**src/rtl/sha256_stream_core.sv**
```systemverilog
// sha256_stream_core: streaming SHA-256/SHA-224 compression engine, 1/2/4 rounds per clock,
// with the message schedule computed on the fly in a 16-word sliding window.
module sha256_stream_core #(
    parameter int MODE_224 = 0,
    parameter int UNROLL = 1
) (
    input  logic         clk_in,
    input  logic         rst_in,
    input  logic         init_in,
    input  logic [31:0]  word_in,
    input  logic         word_valid_in,
    output logic         word_ready_out,
    output logic         busy_out,
    output logic         digest_valid_out,
    output logic [255:0] digest_out,
    output logic [31:0]  block_count_out
);
    if (UNROLL != 1 && UNROLL != 2 && UNROLL != 4) begin : g_bad_unroll
        $error("UNROLL must be 1, 2 or 4");
    end

    typedef enum logic [1:0] {IDLE, ROUND, FINAL} state_t;

    localparam logic [255:0] IV = (MODE_224 != 0) ?
        256'hc1059ed8367cd5073070dd17f70e5939ffc00b316858151164f98fa7befa4fa4 :
        256'h6a09e667bb67ae853c6ef372a54ff53a510e527f9b05688c1f83d9ab5be0cd19;

    localparam logic [31:0] K [64] = '{
        32'h428a2f98, 32'h71374491, 32'hb5c0fbcf, 32'he9b5dba5, 32'h3956c25b, 32'h59f111f1, 32'h923f82a4, 32'hab1c5ed5,
        32'hd807aa98, 32'h12835b01, 32'h243185be, 32'h550c7dc3, 32'h72be5d74, 32'h80deb1fe, 32'h9bdc06a7, 32'hc19bf174,
        32'he49b69c1, 32'hefbe4786, 32'h0fc19dc6, 32'h240ca1cc, 32'h2de92c6f, 32'h4a7484aa, 32'h5cb0a9dc, 32'h76f988da,
        32'h983e5152, 32'ha831c66d, 32'hb00327c8, 32'hbf597fc7, 32'hc6e00bf3, 32'hd5a79147, 32'h06ca6351, 32'h14292967,
        32'h27b70a85, 32'h2e1b2138, 32'h4d2c6dfc, 32'h53380d13, 32'h650a7354, 32'h766a0abb, 32'h81c2c92e, 32'h92722c85,
        32'ha2bfe8a1, 32'ha81a664b, 32'hc24b8b70, 32'hc76c51a3, 32'hd192e819, 32'hd6990624, 32'hf40e3585, 32'h106aa070,
        32'h19a4c116, 32'h1e376c08, 32'h2748774c, 32'h34b0bcb5, 32'h391c0cb3, 32'h4ed8aa4a, 32'h5b9cca4f, 32'h682e6ff3,
        32'h748f82ee, 32'h78a5636f, 32'h84c87814, 32'h8cc70208, 32'h90befffa, 32'ha4506ceb, 32'hbef9a3f7, 32'hc67178f2
    };

    function automatic logic [31:0] ror(input logic [31:0] x, input int n);
        return (x >> n) | (x << (32 - n));
    endfunction

    state_t       state_q, state_d;
    logic [3:0]   wcnt_q;
    logic [5:0]   rcnt_q;
    logic [31:0]  w_q [16];
    logic [31:0]  v_q [8];
    logic [31:0]  h_q [8];
    logic [255:0] digest_q;
    logic [31:0]  bcnt_q;
    logic         dv_q;
    logic [31:0]  v_d [8];
    logic [31:0]  ext [16+UNROLL];
    logic [31:0]  t1, t2;
    logic         take, last_round;

    assign take = word_valid_in && word_ready_out;
    assign last_round = rcnt_q == 6'(64 - UNROLL);

    always_ff @(posedge clk_in) begin
        if (rst_in) state_q <= IDLE;
        else state_q <= state_d;
    end

    always_comb begin
        state_d = state_q;
        if (init_in) state_d = IDLE;
        else if (state_q == IDLE && take && wcnt_q == 4'd15) state_d = ROUND;
        else if (state_q == ROUND && last_round) state_d = FINAL;
        else if (state_q == FINAL) state_d = IDLE;
    end

    always_comb begin
        word_ready_out = state_q == IDLE && !init_in;
        busy_out = state_q != IDLE;
    end

    // UNROLL chained rounds; v_d holds a..h after the last one
    always_comb begin
        for (int i = 0; i < 8; i++) v_d[i] = v_q[i];
        t1 = '0;
        t2 = '0;
        for (int j = 0; j < UNROLL; j++) begin
            t1 = v_d[7] + (ror(v_d[4], 6) ^ ror(v_d[4], 11) ^ ror(v_d[4], 25))
               + ((v_d[4] & v_d[5]) ^ (~v_d[4] & v_d[6])) + K[rcnt_q + 6'(j)] + w_q[j];
            t2 = (ror(v_d[0], 2) ^ ror(v_d[0], 13) ^ ror(v_d[0], 22))
               + ((v_d[0] & v_d[1]) ^ (v_d[0] & v_d[2]) ^ (v_d[1] & v_d[2]));
            v_d[7] = v_d[6];
            v_d[6] = v_d[5];
            v_d[5] = v_d[4];
            v_d[4] = v_d[3] + t1;
            v_d[3] = v_d[2];
            v_d[2] = v_d[1];
            v_d[1] = v_d[0];
            v_d[0] = t1 + t2;
        end
    end

    always_comb begin
        for (int i = 0; i < 16; i++) ext[i] = w_q[i];
        for (int j = 0; j < UNROLL; j++)
            ext[16+j] = (ror(ext[14+j], 17) ^ ror(ext[14+j], 19) ^ (ext[14+j] >> 10)) + ext[9+j]
                      + (ror(ext[1+j], 7) ^ ror(ext[1+j], 18) ^ (ext[1+j] >> 3)) + ext[j];
    end

    always_ff @(posedge clk_in) begin
        if (rst_in || init_in) begin
            wcnt_q <= '0;
            rcnt_q <= '0;
            bcnt_q <= '0;
            dv_q <= 1'b0;
            for (int i = 0; i < 8; i++) h_q[i] <= IV[255 - 32*i -: 32];
            if (rst_in) digest_q <= '0;
        end else begin
            dv_q <= state_q == FINAL;
            if (take) begin
                for (int i = 0; i < 15; i++) w_q[i] <= w_q[i+1];
                w_q[15] <= word_in;
                wcnt_q <= wcnt_q + 4'd1;
                if (wcnt_q == 4'd15) begin
                    for (int i = 0; i < 8; i++) v_q[i] <= h_q[i];
                    rcnt_q <= '0;
                end
            end
            if (state_q == ROUND) begin
                for (int i = 0; i < 8; i++) v_q[i] <= v_d[i];
                for (int i = 0; i < 16; i++) w_q[i] <= ext[i+UNROLL];
                rcnt_q <= rcnt_q + 6'(UNROLL);
            end
            if (state_q == FINAL) begin
                for (int i = 0; i < 8; i++) begin
                    h_q[i] <= h_q[i] + v_q[i];
                    digest_q[255 - 32*i -: 32] <= (MODE_224 != 0 && i == 7) ? 32'h0 : h_q[i] + v_q[i];
                end
                bcnt_q <= bcnt_q + 32'd1;
            end
        end
    end

    assign digest_valid_out = dv_q;
    assign digest_out = digest_q;
    assign block_count_out = bcnt_q;
endmodule

```
**config.mk**
```make
export PLATFORM = sky130hd
export DESIGN_NAME = sha256_stream_core
export DESIGN_NICKNAME = d
export VERILOG_FILES = /design/src/rtl/sha256_stream_core.sv
export SDC_FILE = /design/constraint.sdc
export NUM_CORES = 2
export LEC_CHECK = 0
export BUFFER_PORTS_ARGS = -buffer_cell sky130_fd_sc_hd__buf_2
export CAP_MARGIN = 20
export CORE_UTILIZATION = 57
export CTS_CLUSTER_SIZE = 30
export DETAILED_ROUTE_END_ITERATION = 6
export PLACE_DENSITY = 0.86
export SKIP_CTS_REPAIR_TIMING = 1
export SLEW_MARGIN = 15
export SYNTH_ARGS = -nofsm -noshare
export SYNTH_HDL_FRONTEND = slang
export SYNTH_SLANG_ARGS = --single-unit
```
**constraint.sdc**
```tcl
create_clock -name clk_in -period 20.6 [get_ports clk_in]
set_input_delay 0 -clock clk_in [delete_from_list [all_inputs] [get_ports clk_in]]
set_output_delay 0 -clock clk_in [all_outputs]
set_load 0.01 [all_outputs]
```
== After elaboration in Yosys (flattened, before gate mapping) ==
Memories as Yosys holds them, arrays and structs flattened.
Cells that the tools add are included.

* Register bits after elaboration: 301
* Memory bits (writable): 1024
* Memory bits (read-only): 2048
* Input bits: 36
* Output and inout bits: 291
* Logic and storage cells: 174
* Memories kept: 4

* Add/subtract/negate cells: 21
* Order comparisons: 1
* Eq/ne operators: 5
* Mux-type cells: 58
* Bitwise gates (word level): 60
* Reductions and logical operators: 18

{| class="wikitable"
|+ Memory list
! memory !! depth !! width !! read ports !! clocked after memory_dff !! wr ports !! line !! source
|-
| (name not given) || 64 || 32 || 1 || 0 || 0 || 85 || <nowiki>+ ((v_d[4] & v_d[5]) ^ (~v_d[4] & v_d[6])) + K[rcnt_q + 6'(j)] + w_q[j];</nowiki>
|-
| w_q || 16 || 32 || 16 || 0 || 16 || 46 || <nowiki>logic [31:0] w_q [16];</nowiki>
|-
| h_q || 8 || 32 || 8 || 0 || 8 || 48 || <nowiki>logic [31:0] h_q [8];</nowiki>
|-
| v_q || 8 || 32 || 8 || 0 || 8 || 47 || <nowiki>logic [31:0] v_q [8];</nowiki>
|}

{| class="wikitable"
|+ Operator list
! operator !! number
|-
| 32-bit two-way mux || 34
|-
| 256-bit two-way mux || 3
|-
| 32-bit adder || 18
|-
| 32-bit XOR || 9
|-
| 32-bit AND || 5
|-
| 32-bit by 1-bit adder with 32-bit output, second input constant || 1
|-
| 32-bit inverter || 1
|-
| 1-bit OR || 32
|-
| 10-bit by 32-bit OR with 32-bit output || 1
|-
| 13-bit by 32-bit OR with 32-bit output || 1
|-
| 14-bit by 32-bit OR with 32-bit output || 1
|-
| 15-bit by 32-bit OR with 32-bit output || 1
|-
| 19-bit by 32-bit OR with 32-bit output || 1
|-
| 21-bit by 32-bit OR with 32-bit output || 1
|-
| 25-bit by 32-bit OR with 32-bit output || 1
|-
| 26-bit by 32-bit OR with 32-bit output || 1
|-
| 30-bit by 32-bit OR with 32-bit output || 1
|-
| 7-bit by 32-bit OR with 32-bit output || 1
|-
| 32-bit by 22-bit XOR with 32-bit output || 1
|-
| 32-bit by 29-bit XOR with 32-bit output || 1
|-
| 6-bit two-way mux || 3
|-
| 1-bit two-way mux || 16
|-
| 2-bit nonzero test || 5
|-
| 7-bit greater-or-equal comparator, second input constant || 1
|-
| 17 further kinds || 23
|}

== Longest topological paths before layout ==
An unclocked memory read counts as a cell.

* Word-level depth: 10
* Gate-level depth with buffers: 44
* Gate-level depth less buffers: 41

== Worst setup path before layout ==
Ideal clock, no wire load.

* Path type: register to register
* Start: reg state_q[0]
* End: mem v_q[0][0], enable pin
* Library setup time: 1.228 ns
* Arrival time: 19.213 ns
* Data required time: 19.372 ns
* Setup slack: 0.159 ns
* Cell stages (with the launch flop): 7
* Buffers on the path: 1
* Period minus slack after synthesis: 20.441 ns
* Cells stage by stage: dfxtp_1 > or2_2 > nor2_1 > and2_1 > buf_2 > nand4_1 > o21ai_0

{| class="wikitable"
|+ RTL lines
! element !! line !! source
|-
| start: declaration || 43 || <nowiki>state_t state_q, state_d;</nowiki>
|-
| start signal: assignment || 62 || <nowiki>else state_q <= state_d;</nowiki>
|-
| end: declaration || 47 ||
|}

==> Flow_metrics.wiki <==
{| class="wikitable"
! Metric !! Value
|-
| Area added between synthesis and finish || 11.2%
|-
| Post-synthesis sequential area ratio || 53.1%
|-
| Largest net degree at the start of global routing || 218
|-
| Number of antenna violations at the first check in global routing || 10
|-
| Initial cell density of the core || around 58%
|-
| Die footprint || 131000 sq um
|-
| Actual slew at the worst max-slew pin || between 1 and 1.5 ns
|-
| CP max stage cell || sky130_fd_sc_hd__ha_1
|-
| DIE WIDTH || 362 microns
|-
| Core ar. || 128000 sq um
|-
| Count of max-cap constraint violations || 0
|-
| Setup TNS Final || 0 ns
|-
| Yosys reg bits || about 1300
|-
| Total standard cell area after synthesis || between 70000 and 80000 sq um
|-
| Remaining global-route overflow || 0
|-
| Global router's overall resource usage || between 30% and 40%
|-
| Avg Cell Area, Syn || between 10 and 15 sq um
|-
| Average wire per cell in the routed design || 26.7 microns
|-
| Post-Place Cell Area || 77300 sq um
|-
| Post-synth EDFFs || 1280
|-
| Pwr per Cell Area || 78.9 nW/um^2
|-
| TritonCTS clock tree || yes
|-
| Proportion of synthesized flip-flops having asynchronous set or reset || 0%
|-
| End-of-flow core utilization || 64.2%
|-
| Worst stage delay on the critical path || between 0.8 and 0.9 ns
|-
| Period Utilization, post-route || about half
|-
| Global placer's final weighted congestion || 1.00
|-
| Aggregate routed wire length || 229 mm
|-
| Post-Route Skew || 0.0407 ns
|-
| Worst setup path category || reg2reg
|-
| Remaining DRCs || 0
|-
| Peak supply drop || 88.0 uV
|-
| Count of nets after finishing || 7368
|-
| Count of final max-slew check failures || 0
|-
| First-iteration detailed-routing DRC count || 7424
|-
| Post-synth net total || approximately 7100
|-
| Num rows || 131
|-
| Clock input transition at the sequential cells of the worst setup and hold paths || 0.07 ns
|-
| Count of TritonRoute iterations in the first routing pass || 7
|-
| Global-route wire length before repair || 331 mm
|-
| Status || finished, final reports clean
|-
| Most numerous cell on the critical path || sky130_fd_sc_hd__inv_1
|-
| Shortest period the worst path allows || 9.98 ns
|-
| Worst setup EP type || flip-flop
|-
| Number of instances on the worst hold path || 4
|-
| Sinks on the clock net || between 1000 and 1500
|-
| Insertion delay to the later sink of the worst-skew pair || between 0.7 and 0.8 ns
|-
| IO buf count || 326
|-
| Critical path data arrival time || 10.46 ns
|-
| Cell chosen for the clock root || sky130_fd_sc_hd__clkbuf_16
|-
| Startpoint type of the worst setup path || flip-flop
|-
| HPWL after detailed placement || 167 mm
|-
| Hold crit path type || in2reg
|-
| Critical path buffers and inverters || 7
|-
| Top-level port count || 327
|-
| Warnings, synthesis || 0
|-
| Number of library cell types mapped by synthesis || 94
|-
| Final setup viols || 0
|-
| Worst Reg-to-Reg Cells || 36
|-
| Vias || 53700
|-
| Critical path depth || 36
|-
| Post-route standard cell area excluding fillers || 82300 sq um
|-
| Drt via density || 6.25
|-
| Maximum level of the CTS H-tree || 4
|-
| Buffer depth of the longest clock path || 3
|-
| Unrepaired setup endpoints after global routing || no
|-
| Worst slew margin relative to its limit || 3.80%
|-
| Number of CTS-inserted buffers || 138
|-
| Top FF cell, synth || sky130_fd_sc_hd__edfxtp_1
|-
| Final Hold Vio Count || 0
|-
| Share of final-layout standard cells stronger than drive strength 1 || about 11%
|-
| Overall power || 6.50 mW
|-
| Leakage dissipation || 31.5 nW
|-
| CP Data Required Time || about 21 ns
|-
| Vertical die dimension || 362 microns
|-
| Max Clk Rate || about 100 MHz
|-
| Maximum fanout along the worst path || 33
|-
| Count of mapped cells out of synthesis || 6462
|-
| Number of global-route vias before repair || 51100
|-
| Final ANT Viol Nets || 0
|-
| Cell type group with the largest total delay on the critical path || adder cells
|}
[placed cells by master, fill, tap and decap left out, types with 40 or more instances in the layout]
| cell type | instances |
|---|---|
| sky130_fd_sc_hd__nand2b_1 | 74 |
| sky130_fd_sc_hd__xor2_1 | 220 |
| sky130_fd_sc_hd__a211oi_1 | 40 |
| sky130_fd_sc_hd__mux2_2 | 84 |
| sky130_fd_sc_hd__nand2_1 | 818 |
| sky130_fd_sc_hd__dfxtp_1 | 42 |
| sky130_fd_sc_hd__inv_1 | 318 |
| sky130_fd_sc_hd__xnor2_1 | 393 |
| sky130_fd_sc_hd__and3_1 | 73 |
| sky130_fd_sc_hd__buf_2 | 326 |
| sky130_fd_sc_hd__nor2b_1 | 59 |
| sky130_fd_sc_hd__fa_1 | 195 |
| sky130_fd_sc_hd__a21oi_1 | 359 |
| sky130_fd_sc_hd__nand3_1 | 80 |
| sky130_fd_sc_hd__a31oi_1 | 47 |
| sky130_fd_sc_hd__a21o_1 | 207 |
| sky130_fd_sc_hd__edfxtp_1 | 1280 |
| sky130_fd_sc_hd__buf_4 | 45 |
| sky130_fd_sc_hd__nor2_1 | 488 |
| sky130_fd_sc_hd__nor3_1 | 87 |
| sky130_fd_sc_hd__o21a_1 | 57 |
| sky130_fd_sc_hd__ha_1 | 392 |
| sky130_fd_sc_hd__o21ai_0 | 332 |
| sky130_fd_sc_hd__and2_1 | 79 |
| sky130_fd_sc_hd__clkbuf_16 | 140 |
[flip-flops by register name (all words and copies together) (netlist names)]
name,flops
w_q,512
digest_out,256
h_q,256
v_q,256
block_count_out,32
rcnt_q,6
wcnt_q,4
state_q,2
digest_valid_out,1
[final timing paths]
path / end / slack [ns] / start
setup / recovery: v_q[0][30]$_DFFE_PP_ / 10.62 / rcnt_q[0]$_SDFFE_PP0P_
hold / removal: w_q[1][243]$_DFFE_PP_ / 0.06 / word_in[19]
setup reg to reg: v_q[0][30]$_DFFE_PP_ / 10.62 / rcnt_q[0]$_SDFFE_PP0P_
hold reg to reg: w_q[1][104]$_DFFE_PP_ / 0.40 / w_q[1][136]$_DFFE_PP_
[tightest hold or removal path, stage by stage]
cell and delay, ns:
sky130_fd_sc_hd__dlygate4sd3_1 0.52, sky130_fd_sc_hd__buf_2 0.11, sky130_fd_sc_hd__nand2_1 0.05, sky130_fd_sc_hd__o21ai_0 0.07
[metrics by stage]
step / hold WS (ns) / cells / worst slack (ns)
CTS: -0.554 / 8554 / 10.72
global route: 0.0545 / 8591 / 9.88
finish: 0.0600 / 8596 / 10.62
global placement: 0.278 / 8298 / 10.88
floorplan: 0.0522 / 6462 / 0.159
detailed placement: 0.282 / 8298 / 10.79
[cells by family after synthesis]
family                   share of synthesized area (%)
AND/OR/NAND/NOR                                   11.5
AO/OA/AOI/OAI                                     11.5
flip-flops                                        53.1
XOR/XNOR                                          7.25
adder cells (fa/ha/maj)                           11.9
buffers and inverters                             2.99
multiplexers                                      1.71
[report_power, final]
part	total [mW]	internal (mW)	switching, mW
clock network	2.59	1.50	1.09
logic	0.809	0.300	0.508
registers	3.09	3.05	0.0458
[metal layers]
metal,wire (microns),global-route usage [%]
met4,10400,14.3
met3,27100,9.00
met2,101000,51.9
met1,90300,47.5
met5,36,0
[final cells by class]
cell class	count	area (sq um)
Clock buffer	178	3740
Multi-Input combinational cell	4550	32500
Timing Repair Buffer	409	2370
Antenna cell	6	15.0
Sequential cell	1325	39300
Inverter	321	1210
Clock inverter	78	953
Fill cell	9515	45800
Tap cell	1729	2160
[cells in the mapped netlist (13+ instances only)]
cell type	number	area share, %
sky130_fd_sc_hd__o31ai_1	27	0.27
sky130_fd_sc_hd__o21a_1	57	0.58
sky130_fd_sc_hd__o211ai_1	28	0.28
sky130_fd_sc_hd__nand2_1	822	4.2
sky130_fd_sc_hd__o21ai_0	333	2.3
sky130_fd_sc_hd__and3_1	73	0.62
sky130_fd_sc_hd__nand2b_1	75	0.63
sky130_fd_sc_hd__inv_1	321	1.6
sky130_fd_sc_hd__nand3_1	80	0.54
sky130_fd_sc_hd__clkbuf_1	230	1.2
sky130_fd_sc_hd__mux2_2	84	1.3
sky130_fd_sc_hd__a21oi_1	359	2.4
sky130_fd_sc_hd__mux2i_1	21	0.28
sky130_fd_sc_hd__a21boi_0	13	0.13
sky130_fd_sc_hd__o311ai_0	14	0.17
sky130_fd_sc_hd__or3_1	30	0.25
sky130_fd_sc_hd__nor3_1	87	0.59
sky130_fd_sc_hd__a211oi_1	40	0.41
sky130_fd_sc_hd__nor2_1	492	2.5
sky130_fd_sc_hd__edfxtp_1	1280	52
sky130_fd_sc_hd__nand4_1	32	0.27
sky130_fd_sc_hd__or2_2	28	0.24
sky130_fd_sc_hd__o21bai_1	35	0.35
sky130_fd_sc_hd__nor4_1	13	0.11
sky130_fd_sc_hd__dfxtp_1	45	1.2
sky130_fd_sc_hd__xor2_1	220	2.6
sky130_fd_sc_hd__fa_1	195	5.3
sky130_fd_sc_hd__buf_1	29	0.15
sky130_fd_sc_hd__nor2b_1	60	0.51
sky130_fd_sc_hd__and2_1	79	0.67
sky130_fd_sc_hd__a21o_1	207	2.1
sky130_fd_sc_hd__ha_1	392	6.6
sky130_fd_sc_hd__xnor2_1	393	4.7
sky130_fd_sc_hd__o21ai_1	18	0.12
sky130_fd_sc_hd__a31oi_1	47	0.40
(Power assumes the default switching activity.)
